`config.mk`:
```
export PLATFORM = sky130hd
export DESIGN_NAME = fpu_seq_ctrl_flat
export DESIGN_NICKNAME = d
export VERILOG_FILES = /design/src/rtl/fpu_seq_ctrl_if.sv /design/src/rtl/fpu_seq_ctrl.sv /design/src/flat_wrapper.sv
export SDC_FILE = /design/constraint.sdc
export NUM_CORES = 1
export LEC_CHECK = 0
export CAP_MARGIN = 30
export CORE_MARGIN = 1
export CORE_UTILIZATION = 38
export CTS_CLUSTER_SIZE = 16
export DETAILED_ROUTE_END_ITERATION = 8
export GPL_TIMING_DRIVEN = 0
export PLACE_DENSITY = 0.88
export SLEW_MARGIN = 0
export SYNTH_ARGS = -nofsm -noshare
export SYNTH_HDL_FRONTEND = slang
export SYNTH_SLANG_ARGS = --single-unit
```
`constraint.sdc`:
```
create_clock -name clk -period 2.52 [get_ports clk]
set_input_delay 0.378 -clock clk [delete_from_list [all_inputs] [get_ports clk]]
set_output_delay 0.378 -clock clk [all_outputs]
set_load 0.02 [all_outputs]
```
`src/rtl/fpu_seq_ctrl_if.sv`:
```
// Bundle between ID/EX, the FPU sequencer and the FPU datapath.
// slave: sequencer side; master: pipeline/datapath side.
interface fpu_seq_ctrl_if;
    logic        ex_valid;
    logic        ex_flush;
    logic [4:0]  ID_EX_alu_func;
    logic [2:0]  flt_rm;
    logic [2:0]  frm_csr;
    logic [31:0] opa;
    logic [31:0] opb;
    logic [31:0] dp_res;
    logic [31:0] dp_opa;
    logic [31:0] dp_opb;
    logic [4:0]  dp_func;
    logic [2:0]  dp_rm;
    logic        fpu_busy;
    logic        fpu_res_valid;
    logic [31:0] fpu_res;
    logic        fpu_illegal_rm;

    modport slave (
        input  ex_valid, ex_flush, ID_EX_alu_func,
        input  flt_rm, frm_csr, opa, opb, dp_res,
        output dp_opa, dp_opb, dp_func, dp_rm,
        output fpu_busy, fpu_res_valid, fpu_res,
        output fpu_illegal_rm
    );

    modport master (
        output ex_valid, ex_flush, ID_EX_alu_func,
        output flt_rm, frm_csr, opa, opb, dp_res,
        input  dp_opa, dp_opb, dp_func, dp_rm,
        input  fpu_busy, fpu_res_valid, fpu_res,
        input  fpu_illegal_rm
    );
endinterface

```
`src/rtl/fpu_seq_ctrl.sv`:
```
// FPU issue/stall sequencer: latches one FP op, stalls for its
// class latency, strobes the datapath result. Ports: clk, rst, bus.
module fpu_seq_ctrl #(
    parameter int         LAT_CVT      = 1,
    parameter int         LAT_ADD      = 3,
    parameter int         LAT_MUL      = 4,
    parameter int         LAT_DIV      = 16,
    parameter int         CNT_W        = 5,
    parameter logic [4:0] ALU_FADD     = 5'h10,
    parameter logic [4:0] ALU_FSUB     = 5'h11,
    parameter logic [4:0] ALU_FMUL     = 5'h12,
    parameter logic [4:0] ALU_FDIV     = 5'h13,
    parameter logic [4:0] ALU_FCVTSW   = 5'h14,
    parameter logic [4:0] ALU_FCVTSWU  = 5'h15
) (
    input  logic           clk,
    input  logic           rst,
    fpu_seq_ctrl_if.slave  bus
);

    localparam logic [CNT_W-1:0] L_CVT = CNT_W'(LAT_CVT);
    localparam logic [CNT_W-1:0] L_ADD = CNT_W'(LAT_ADD);
    localparam logic [CNT_W-1:0] L_MUL = CNT_W'(LAT_MUL);
    localparam logic [CNT_W-1:0] L_DIV = CNT_W'(LAT_DIV);
    localparam logic [CNT_W-1:0] ONE   = CNT_W'(1);

    typedef enum logic [1:0] {
        IDLE = 2'd0,
        BUSY = 2'd1,
        DONE = 2'd2
    } state_t;

    state_t           state, state_d;
    logic [CNT_W-1:0] cnt;
    logic [CNT_W-1:0] lat;
    logic             is_fp;
    logic [2:0]       rm_res;
    logic             rm_ill;
    logic             ill_q;
    logic             issue;
    logic             busy;
    logic             res_vld;
    logic [4:0]       fn;

    logic [31:0]      opa_q;
    logic [31:0]      opb_q;
    logic [4:0]       func_q;
    logic [2:0]       rm_q;

    assign fn = bus.ID_EX_alu_func;

    always_comb begin
        is_fp = 1'b0;
        lat   = L_CVT;
        unique case (1'b1)
            (fn == ALU_FCVTSW) || (fn == ALU_FCVTSWU): begin
                is_fp = 1'b1;
                lat   = L_CVT;
            end
            (fn == ALU_FADD) || (fn == ALU_FSUB): begin
                is_fp = 1'b1;
                lat   = L_ADD;
            end
            (fn == ALU_FMUL): begin
                is_fp = 1'b1;
                lat   = L_MUL;
            end
            (fn == ALU_FDIV): begin
                is_fp = 1'b1;
                lat   = L_DIV;
            end
            default: begin
                is_fp = 1'b0;
                lat   = L_CVT;
            end
        endcase
    end

    // 3'b111 selects the dynamic mode from fcsr.
    assign rm_res = (bus.flt_rm == 3'b111) ? bus.frm_csr : bus.flt_rm;
    assign rm_ill = (rm_res >= 3'd5);

    // rst gates issue so the combinational stall is low in reset.
    assign issue = rst && (state == IDLE) && bus.ex_valid
                   && is_fp && !bus.ex_flush;

    always_comb begin
        state_d = state;
        busy    = 1'b0;
        res_vld = 1'b0;
        unique case (state)
            IDLE: begin
                busy = issue;
                if (issue)
                    state_d = (lat == ONE) ? DONE : BUSY;
            end
            BUSY: begin
                busy = 1'b1;
                if (bus.ex_flush)
                    state_d = IDLE;
                else if (cnt <= ONE)
                    state_d = DONE;
            end
            DONE: begin
                res_vld = 1'b1;
                state_d = IDLE;
            end
            default: state_d = IDLE;
        endcase
    end

    always_ff @(posedge clk or negedge rst) begin
        if (!rst) begin
            state  <= IDLE;
            cnt    <= '0;
            opa_q  <= '0;
            opb_q  <= '0;
            func_q <= '0;
            rm_q   <= '0;
            ill_q  <= 1'b0;
        end else begin
            state <= state_d;
            if (issue) begin
                cnt    <= lat - ONE;
                opa_q  <= bus.opa;
                opb_q  <= bus.opb;
                func_q <= fn;
                rm_q   <= rm_res;
                ill_q  <= rm_ill;
            end else if (state == BUSY && cnt != '0) begin
                cnt <= cnt - ONE;
            end
        end
    end

    assign bus.dp_opa         = opa_q;
    assign bus.dp_opb         = opb_q;
    assign bus.dp_func        = func_q;
    assign bus.dp_rm          = rm_q;
    assign bus.fpu_busy       = busy;
    assign bus.fpu_res_valid  = res_vld;
    assign bus.fpu_res        = res_vld ? bus.dp_res : 32'h0;
    assign bus.fpu_illegal_rm = res_vld && ill_q;

endmodule

```
`src/flat_wrapper.sv`:
```
// flat-port wrapper written by rule: the top's interface ports become plain ports
module fpu_seq_ctrl_flat 
#(
    parameter int         LAT_CVT      = 1,
    parameter int         LAT_ADD      = 3,
    parameter int         LAT_MUL      = 4,
    parameter int         LAT_DIV      = 16,
    parameter int         CNT_W        = 5,
    parameter logic [4:0] ALU_FADD     = 5'h10,
    parameter logic [4:0] ALU_FSUB     = 5'h11,
    parameter logic [4:0] ALU_FMUL     = 5'h12,
    parameter logic [4:0] ALU_FDIV     = 5'h13,
    parameter logic [4:0] ALU_FCVTSW   = 5'h14,
    parameter logic [4:0] ALU_FCVTSWU  = 5'h15
)
  (clk, rst, bus_ex_valid, bus_ex_flush, bus_ID_EX_alu_func, bus_flt_rm, bus_frm_csr, bus_opa, bus_opb, bus_dp_res, bus_dp_opa, bus_dp_opb, bus_dp_func, bus_dp_rm, bus_fpu_busy, bus_fpu_res_valid, bus_fpu_res, bus_fpu_illegal_rm);
  fpu_seq_ctrl_if bus_i ();
  input  logic clk;
  input  logic rst;
  input wire logic [$bits(bus_i.ex_valid)-1:0] bus_ex_valid;
  input wire logic [$bits(bus_i.ex_flush)-1:0] bus_ex_flush;
  input wire logic [$bits(bus_i.ID_EX_alu_func)-1:0] bus_ID_EX_alu_func;
  input wire logic [$bits(bus_i.flt_rm)-1:0] bus_flt_rm;
  input wire logic [$bits(bus_i.frm_csr)-1:0] bus_frm_csr;
  input wire logic [$bits(bus_i.opa)-1:0] bus_opa;
  input wire logic [$bits(bus_i.opb)-1:0] bus_opb;
  input wire logic [$bits(bus_i.dp_res)-1:0] bus_dp_res;
  output wire logic [$bits(bus_i.dp_opa)-1:0] bus_dp_opa;
  output wire logic [$bits(bus_i.dp_opb)-1:0] bus_dp_opb;
  output wire logic [$bits(bus_i.dp_func)-1:0] bus_dp_func;
  output wire logic [$bits(bus_i.dp_rm)-1:0] bus_dp_rm;
  output wire logic [$bits(bus_i.fpu_busy)-1:0] bus_fpu_busy;
  output wire logic [$bits(bus_i.fpu_res_valid)-1:0] bus_fpu_res_valid;
  output wire logic [$bits(bus_i.fpu_res)-1:0] bus_fpu_res;
  output wire logic [$bits(bus_i.fpu_illegal_rm)-1:0] bus_fpu_illegal_rm;
  assign bus_i.ex_valid = bus_ex_valid;
  assign bus_i.ex_flush = bus_ex_flush;
  assign bus_i.ID_EX_alu_func = bus_ID_EX_alu_func;
  assign bus_i.flt_rm = bus_flt_rm;
  assign bus_i.frm_csr = bus_frm_csr;
  assign bus_i.opa = bus_opa;
  assign bus_i.opb = bus_opb;
  assign bus_i.dp_res = bus_dp_res;
  assign bus_dp_opa = bus_i.dp_opa;
  assign bus_dp_opb = bus_i.dp_opb;
  assign bus_dp_func = bus_i.dp_func;
  assign bus_dp_rm = bus_i.dp_rm;
  assign bus_fpu_busy = bus_i.fpu_busy;
  assign bus_fpu_res_valid = bus_i.fpu_res_valid;
  assign bus_fpu_res = bus_i.fpu_res;
  assign bus_fpu_illegal_rm = bus_i.fpu_illegal_rm;
  fpu_seq_ctrl #(.LAT_CVT(LAT_CVT), .LAT_ADD(LAT_ADD), .LAT_MUL(LAT_MUL), .LAT_DIV(LAT_DIV), .CNT_W(CNT_W), .ALU_FADD(ALU_FADD), .ALU_FSUB(ALU_FSUB), .ALU_FMUL(ALU_FMUL), .ALU_FDIV(ALU_FDIV), .ALU_FCVTSW(ALU_FCVTSW), .ALU_FCVTSWU(ALU_FCVTSWU)) u_core (.clk(clk), .rst(rst), .bus(bus_i));
endmodule
```
==> results.yml <==
global_routing:
  grt_pass1_wl_um: 15600
  grt_pass1_vias: 3123
  grt.total_usage_pct: 20.5
  grt_max_degree: 43
  gr-total-overflow: 0
  antenna_found_initial: 0
sta:
  rsz0062_at_grt: "false"
  setup_violations: 0
  drv_slew: 0
  finalHoldViolCount: 0
  min_period_ns: 2.43
  slew_headroom_pct: 50.7
  holdWs_ns: 0.0268
  finalSetupTns_ns: 0
  max_slew.worst_pin.slew_ns: 0.730
  skew_ns: 0.0125
  timing.fmax_mhz: 411
  period_share_pct: 96.6
power_and_ir_drop:
  p_leak_uw: 0.00286
  peakVddDrop_v: 0.000405
  power_density_nw_per_um2: 734
clocking:
  insertion_delay_ns: 0.35
  htreeDepth: 3
  cts_sinks: 80
  clock_path_buffers: 2
  cts_tree: "yes"
  root_buffer: "clkbuf_8"
  post_cts_buffers: 0
  cts_buffers: 9
  path_clk_slew_ns: 0.08
finish:
  layout_commonest_cell: "clkdlybuf4s50_1"
  multi_input_area_um2: 1570
  ff_latch_area_um2: 2000
  fillers: 676
  fin_nets: 606
  final_cells: 624
  area_growth_pct: 71.7
  mostFrequentLayoutCells: "215 x clkdlybuf4s50_1, 80 x dfrtp_1, 50 x mux2_4"
  diodes: 0
  layout-drive-gt1-share_pct: 19.0
critical_path:
  slowest_delay_ns: 0.54
  crit_type: "in2out"
  path_buf_inv: 3
  crit_family: "buffers and inverters"
  worstPathMaxFanout: 19
  cpMaxStageDelayCell: "or4b_4"
  crit_path_end_kind: "output pin"
  path_cells: "clkdlybuf4s50_1 > or4b_4 > a211o_1 > buf_8 > nand2_1 > buf_2"
  cp-start-kind: "input pin"
  arrival_ns: 2.06
  critPathRequiredTime_ns: 2.14
detailed_routing:
  vias_per_cell: 4.65
  wirelength_um: 10100
  route.detailed.drc: 0
  drtIter0Drc: 65
  drtAntennaViolNets: 0
  avgRoutedWirePerCell_um: 16.3
  dr.pass1.iters: 6
  vias: 2900
synth:
  synthesis.area_um2: 3660
  synth_seq_area_share_pct: 54.6
  syn-num-nets: 376
  ys_warn_count: 0
  synth_edf_count: 0
  synth.distinct_cells: 34
  synthCells: 261
  ys.flop_type: "dfrtp_1"
  avgSynthCellArea_um2: 14.0
  synth-async-reset-ratio_pct: 100
  ys_ff_latch: 80
placed_design:
  place_congestion: 0.778
  place_hpwl_um: 7930
  dp_cells: 608
  io_buffer_count: 217
worst_hold_path:
  hp-class: "in2async"
die:
  coreArea_um2: 9280
  rows: 35
  dieArea_um2: 10000
  die_h_um: 100
  die_w_um: 100
  ios: 218
  start_util_pct: 39.5
flow_run:
  drv_cap: 0
status:
  outcome: "finished, final reports clean"
power by group:
| part | switching (uW) | total (uW) | internal, uW |
|---|---|---|---|
| Clock | 464 | 1120 | 655 |
| Sequential | 212 | 1810 | 1600 |
| Combinational | 706 | 1690 | 987 |
final cells by class:
class                   instances  area share [%]
plain buffers                  11            1.61
clock buffers                  10            2.03
clock inverters                 5            1.69
inverters                       4           0.239
multi-input cells             165            24.9
flip-flops and latches         80            31.8
well taps                     129            2.56
repair buffers                220            35.2
synthesized netlist by cell type (2+ instances only):
library cell	n	share of area, %
a21oi_1	9	1.2
and2_1	34	5.8
buf_6	6	1.8
clkbuf_1	5	0.51
dfrtp_1	80	55
ha_1	4	1.4
inv_1	4	0.41
mux2_1	2	0.61
mux2_2	13	4.0
mux2_4	50	20
mux2i_1	4	1.1
nand2_1	8	0.82
nand2b_1	4	0.68
nand3_1	2	0.27
nand3b_1	3	0.61
nor2_1	5	0.51
nor2b_1	2	0.34
nor3_1	2	0.27
o21a_1	2	0.41
o21ai_0	8	1.1
per-layer routing:
metal	part of all wire, %	GRT usage, %
met4	1.5	6.58
met3	9.0	6.62
met5	0	0
met2	54	38.8
met1	36	21.1
metrics by stage:
stage	cell area (um^2)	utilization, %	worst slack [ns]	total power [uW]
2_1_floorplan	3660	-	0.397	2620
4_1_cts	6280	67.7	0.00169	4670
3_3_place_gp	6000	64.6	-3.16	3450
5_1_grt	6290	67.8	0.0208	4850
3_5_place_dp	6020	64.8	-0.748	3530
6_report	6290	67.8	0.0860	4620
flip-flops by register name (all words and copies together) (netlist names):
| register | flops |
|---|---|
| u_core.cnt | 5 |
| u_core.bus.dp_rm | 3 |
| u_core.bus.dp_opa | 32 |
| u_core.bus.dp_opb | 32 |
| u_core.ill_q | 1 |
| u_core.bus.dp_func | 5 |
| u_core.state | 2 |
kinds of logic (layout without fill, tap and decap cells):
kind of cell,after synthesis,in the layout,synth area share (%)
muxes,69,69,26.2
xor gates and xnor gates,1,1,0.239
buffers and inverters,16,250,2.97
and+or+nand+nor,65,65,10.4
AOI/OAI and AO/OA,26,26,4.23
DFF,80,80,54.6
adders and majority gates,4,4,1.37
timing repair:
action | 4_1_cts | 5_1_grt
endpoints found under the setup margin | 30 | 26
hold buffers | 2 | 0
gates resized for setup | 9 | 4
pin swaps | 1 | 0
endpoints found under the hold margin | 6 | 0
final timing paths:
kind                                        from                    end  slack, ns  cells after the start
min reg2reg                u_core.bus.dp_func[4]  u_core.bus.dp_func[4]       0.47                      1
max reg2reg                      u_core.state[1]  u_core.bus.dp_opa[15]       0.45                      5
min                                          rst   u_core.bus.dp_opb[1]       0.03                      2
max in group asynchronous                    rst  u_core.bus.dp_opa[30]       1.80                      2
min in group clk           u_core.bus.dp_func[4]  u_core.bus.dp_func[4]       0.47                      1
max                        bus_ID_EX_alu_func[3]           bus_fpu_busy       0.09                      6
Power figures use the tool's default switching activity.
==> RTL edit, RTL diff (config.mk and constraints unchanged) <==
`CNT_W` is set to 5 in 2 places; all go to 10.
--- a/src/rtl/fpu_seq_ctrl.sv
+++ b/src/rtl/fpu_seq_ctrl.sv
@@ -7,3 +7,3 @@
     parameter int         LAT_DIV      = 16,
-    parameter int         CNT_W        = 5,
+    parameter int         CNT_W        = 10,
     parameter logic [4:0] ALU_FADD     = 5'h10,
--- a/src/flat_wrapper.sv
+++ b/src/flat_wrapper.sv
@@ -7,3 +7,3 @@
     parameter int         LAT_DIV      = 16,
-    parameter int         CNT_W        = 5,
+    parameter int         CNT_W        = 10,
     parameter logic [4:0] ALU_FADD     = 5'h10,
Behaviour: same outputs for any inputs over 10 cycles, from zero or initial values and one cycle with rst low; that may be too few to reach the edited logic, so the function may still have changed.
==> RTL edit against the unedited design <==
Worst hold slack better by 0.038 ns. Area after synthesis is 2.9% higher. Worst setup slack better by 0.022 ns. Combinational power is 4% lower. Cell area is 3.1% higher. Sequential cell count is 5 higher. Via count is 28% higher. Die area is 2.8% higher. Clock power is 4% higher. Register-to-register slack worse by 0.08 ns. Routed wire length is 9.3% higher. Total power is 1.8% higher.
==> RTL edit: results <==
metrics = {
    "place": {
        "place_area_sq_um": 6120,
        "finalWeightedCongestion": 0.793,
    },
    "final_layout": {
        "layout-drive-gt1-share_pct": 5.26,
        "finish.net_count": 776,
    },
    "setup_path": {
        "reg2reg_slack_ns": 0.37,
        "crit_arrival_ns": 2.03,
        "timing.rr.end": "u_core.bus.dp_opb[4]$_DFFE_PN0N_",
        "reg2reg_from": "u_core.state[0]$_DFFE_PN0P_",
        "worst-r2r-cell-count": 6,
        "crit_path_top_delay_cell": "sky130_fd_sc_hd__clkdlybuf4s50_1",
        "worstPathMaxFanout": 10,
    },
    "grt": {
        "grt_use_met3_pct": 7.73,
        "global_route_wire_length_before_repair_um": 16900,
        "vias_in_the_first_global_route": 3741,
        "grt_max_degree": 46,
        "use_met2_pct": 39.0,
    },
    "power_and_ir_drop": {
        "power.ir.vdd_worst_mv": 0.428,
        "leak_pwr_nw": 3.02,
    },
    "sta": {
        "setup_skew_ns": 0.00984,
        "slew_headroom_pct": 56.6,
    },
    "route": {
        "via_count": 3726,
        "first_iter_violations": 166,
        "router_iterations_before_antenna_repair": 4,
        "totalWireLength_um": 11100,
    },
    "synth": {
        "synth.net_count": 544,
        "yosys-top-cells-count": "sky130_fd_sc_hd__nand2_1, sky130_fd_sc_hd__dfrtp_1, sky130_fd_sc_hd__and2_1",
        "synth.area.top_cells": "sky130_fd_sc_hd__dfrtp_1, sky130_fd_sc_hd__nand2_1, sky130_fd_sc_hd__and2_1",
        "register_area_share_after_synthesis_pct": 56.4,
    },
    "run_status": {
        "outcome": "finished clean",
    },
    "clocking": {
        "cts_buffers": 9,
    },
}
[RTL edit: changes by cell type after synthesis, sizes merged, moves of 5 or more]
cell    delta
a21oi      -6
nand2    +201
clkbuf    +14
mux2      -64
buf        -6
dfrtp      +5
[RTL edit: layout make-up]
| type | count | area [sq um] |
|---|---|---|
| clock buffer | 12 | 145 |
| tap | 129 | 161 |
| buffer | 19 | 80.1 |
| timing repair buffer | 222 | 2290 |
| inverter | 3 | 11.3 |
| clock inverter | 4 | 95.1 |
| fill | 739 | 2930 |
| sequential | 85 | 2130 |
| multi-input combinational | 320 | 1580 |
[RTL edit: layer usage]
| metal | up-vias | part of all wire (%) | wire, um |
|---|---|---|---|
| met3 | 18 | 10 | 1120 |
| met1 | 1738 | 37 | 4140 |
| met2 | 157 | 51 | 5650 |
| met5 | - | 0 | 0 |
| met4 | 0 | 1.6 | 175 |
| li1 | 1813 | - | - |
[RTL edit: power breakdown]
group / switching, mW / internal [mW]
Sequential: 0.228 / 1.69
Clock: 0.475 / 0.686
Combinational: 0.787 / 0.843
[RTL edit: per-stage QoR]
step	setup slack (ns)	util [%]	hold WS (ns)	instances
after CTS	0.0187	68.9	0.0616	793
after floorplan	0.664	-	0.0824	428
after global routing	0.0197	68.9	0.0749	794
after detailed placement	-1.02	65.0	0.418	775
after global placement	-3.46	64.8	0.455	774
final	0.108	68.9	0.0652	794
[RTL edit: critical path: cells and delay by family, from the launching register on]
kind / cells / cell delay [ns]
buffers and inverters: 2 / 0.82
AND/OR/NAND/NOR: 2 / 0.42
flip-flops: 1 / 0.46
[RTL edit: logic make-up after synthesis]
group	share of synthesized area, %
mux	1.36
simple gates	32.9
compound gates	4.41
fa+ha+maj	1.66
buf+inv	2.32
xor+xnor	0.929
flops	56.4
[RTL edit: repair_timing]
| action | 4_1_cts | 5_1_grt |
|---|---|---|
| endpoints found under the setup margin | 93 | 14 |
| resized for setup | 14 | 3 |
| hold endpoints to repair | 45 | 0 |
| hold buffers | 3 | 0 |
| buffers inserted | 0 | 1 |
[RTL edit: worst max path at each step]
stage / startpoint / endpoint / slack, ns / cells past startpoint
after floorplan: u_core.state[0]$_DFFE_PN0P_ / bus_fpu_busy / 0.66 / 5
after global placement: rst / bus_fpu_busy / -3.46 / 7
after detailed placement: rst / bus_fpu_busy / -1.02 / 8
after CTS: u_core.state[1]$_DFFE_PN0P_ / bus_fpu_res[14] / 0.02 / 4
after global routing: u_core.state[1]$_DFFE_PN0P_ / bus_fpu_res[14] / 0.02 / 4
final: u_core.state[1]$_DFFE_PN0P_ / bus_fpu_res[14] / 0.11 / 4
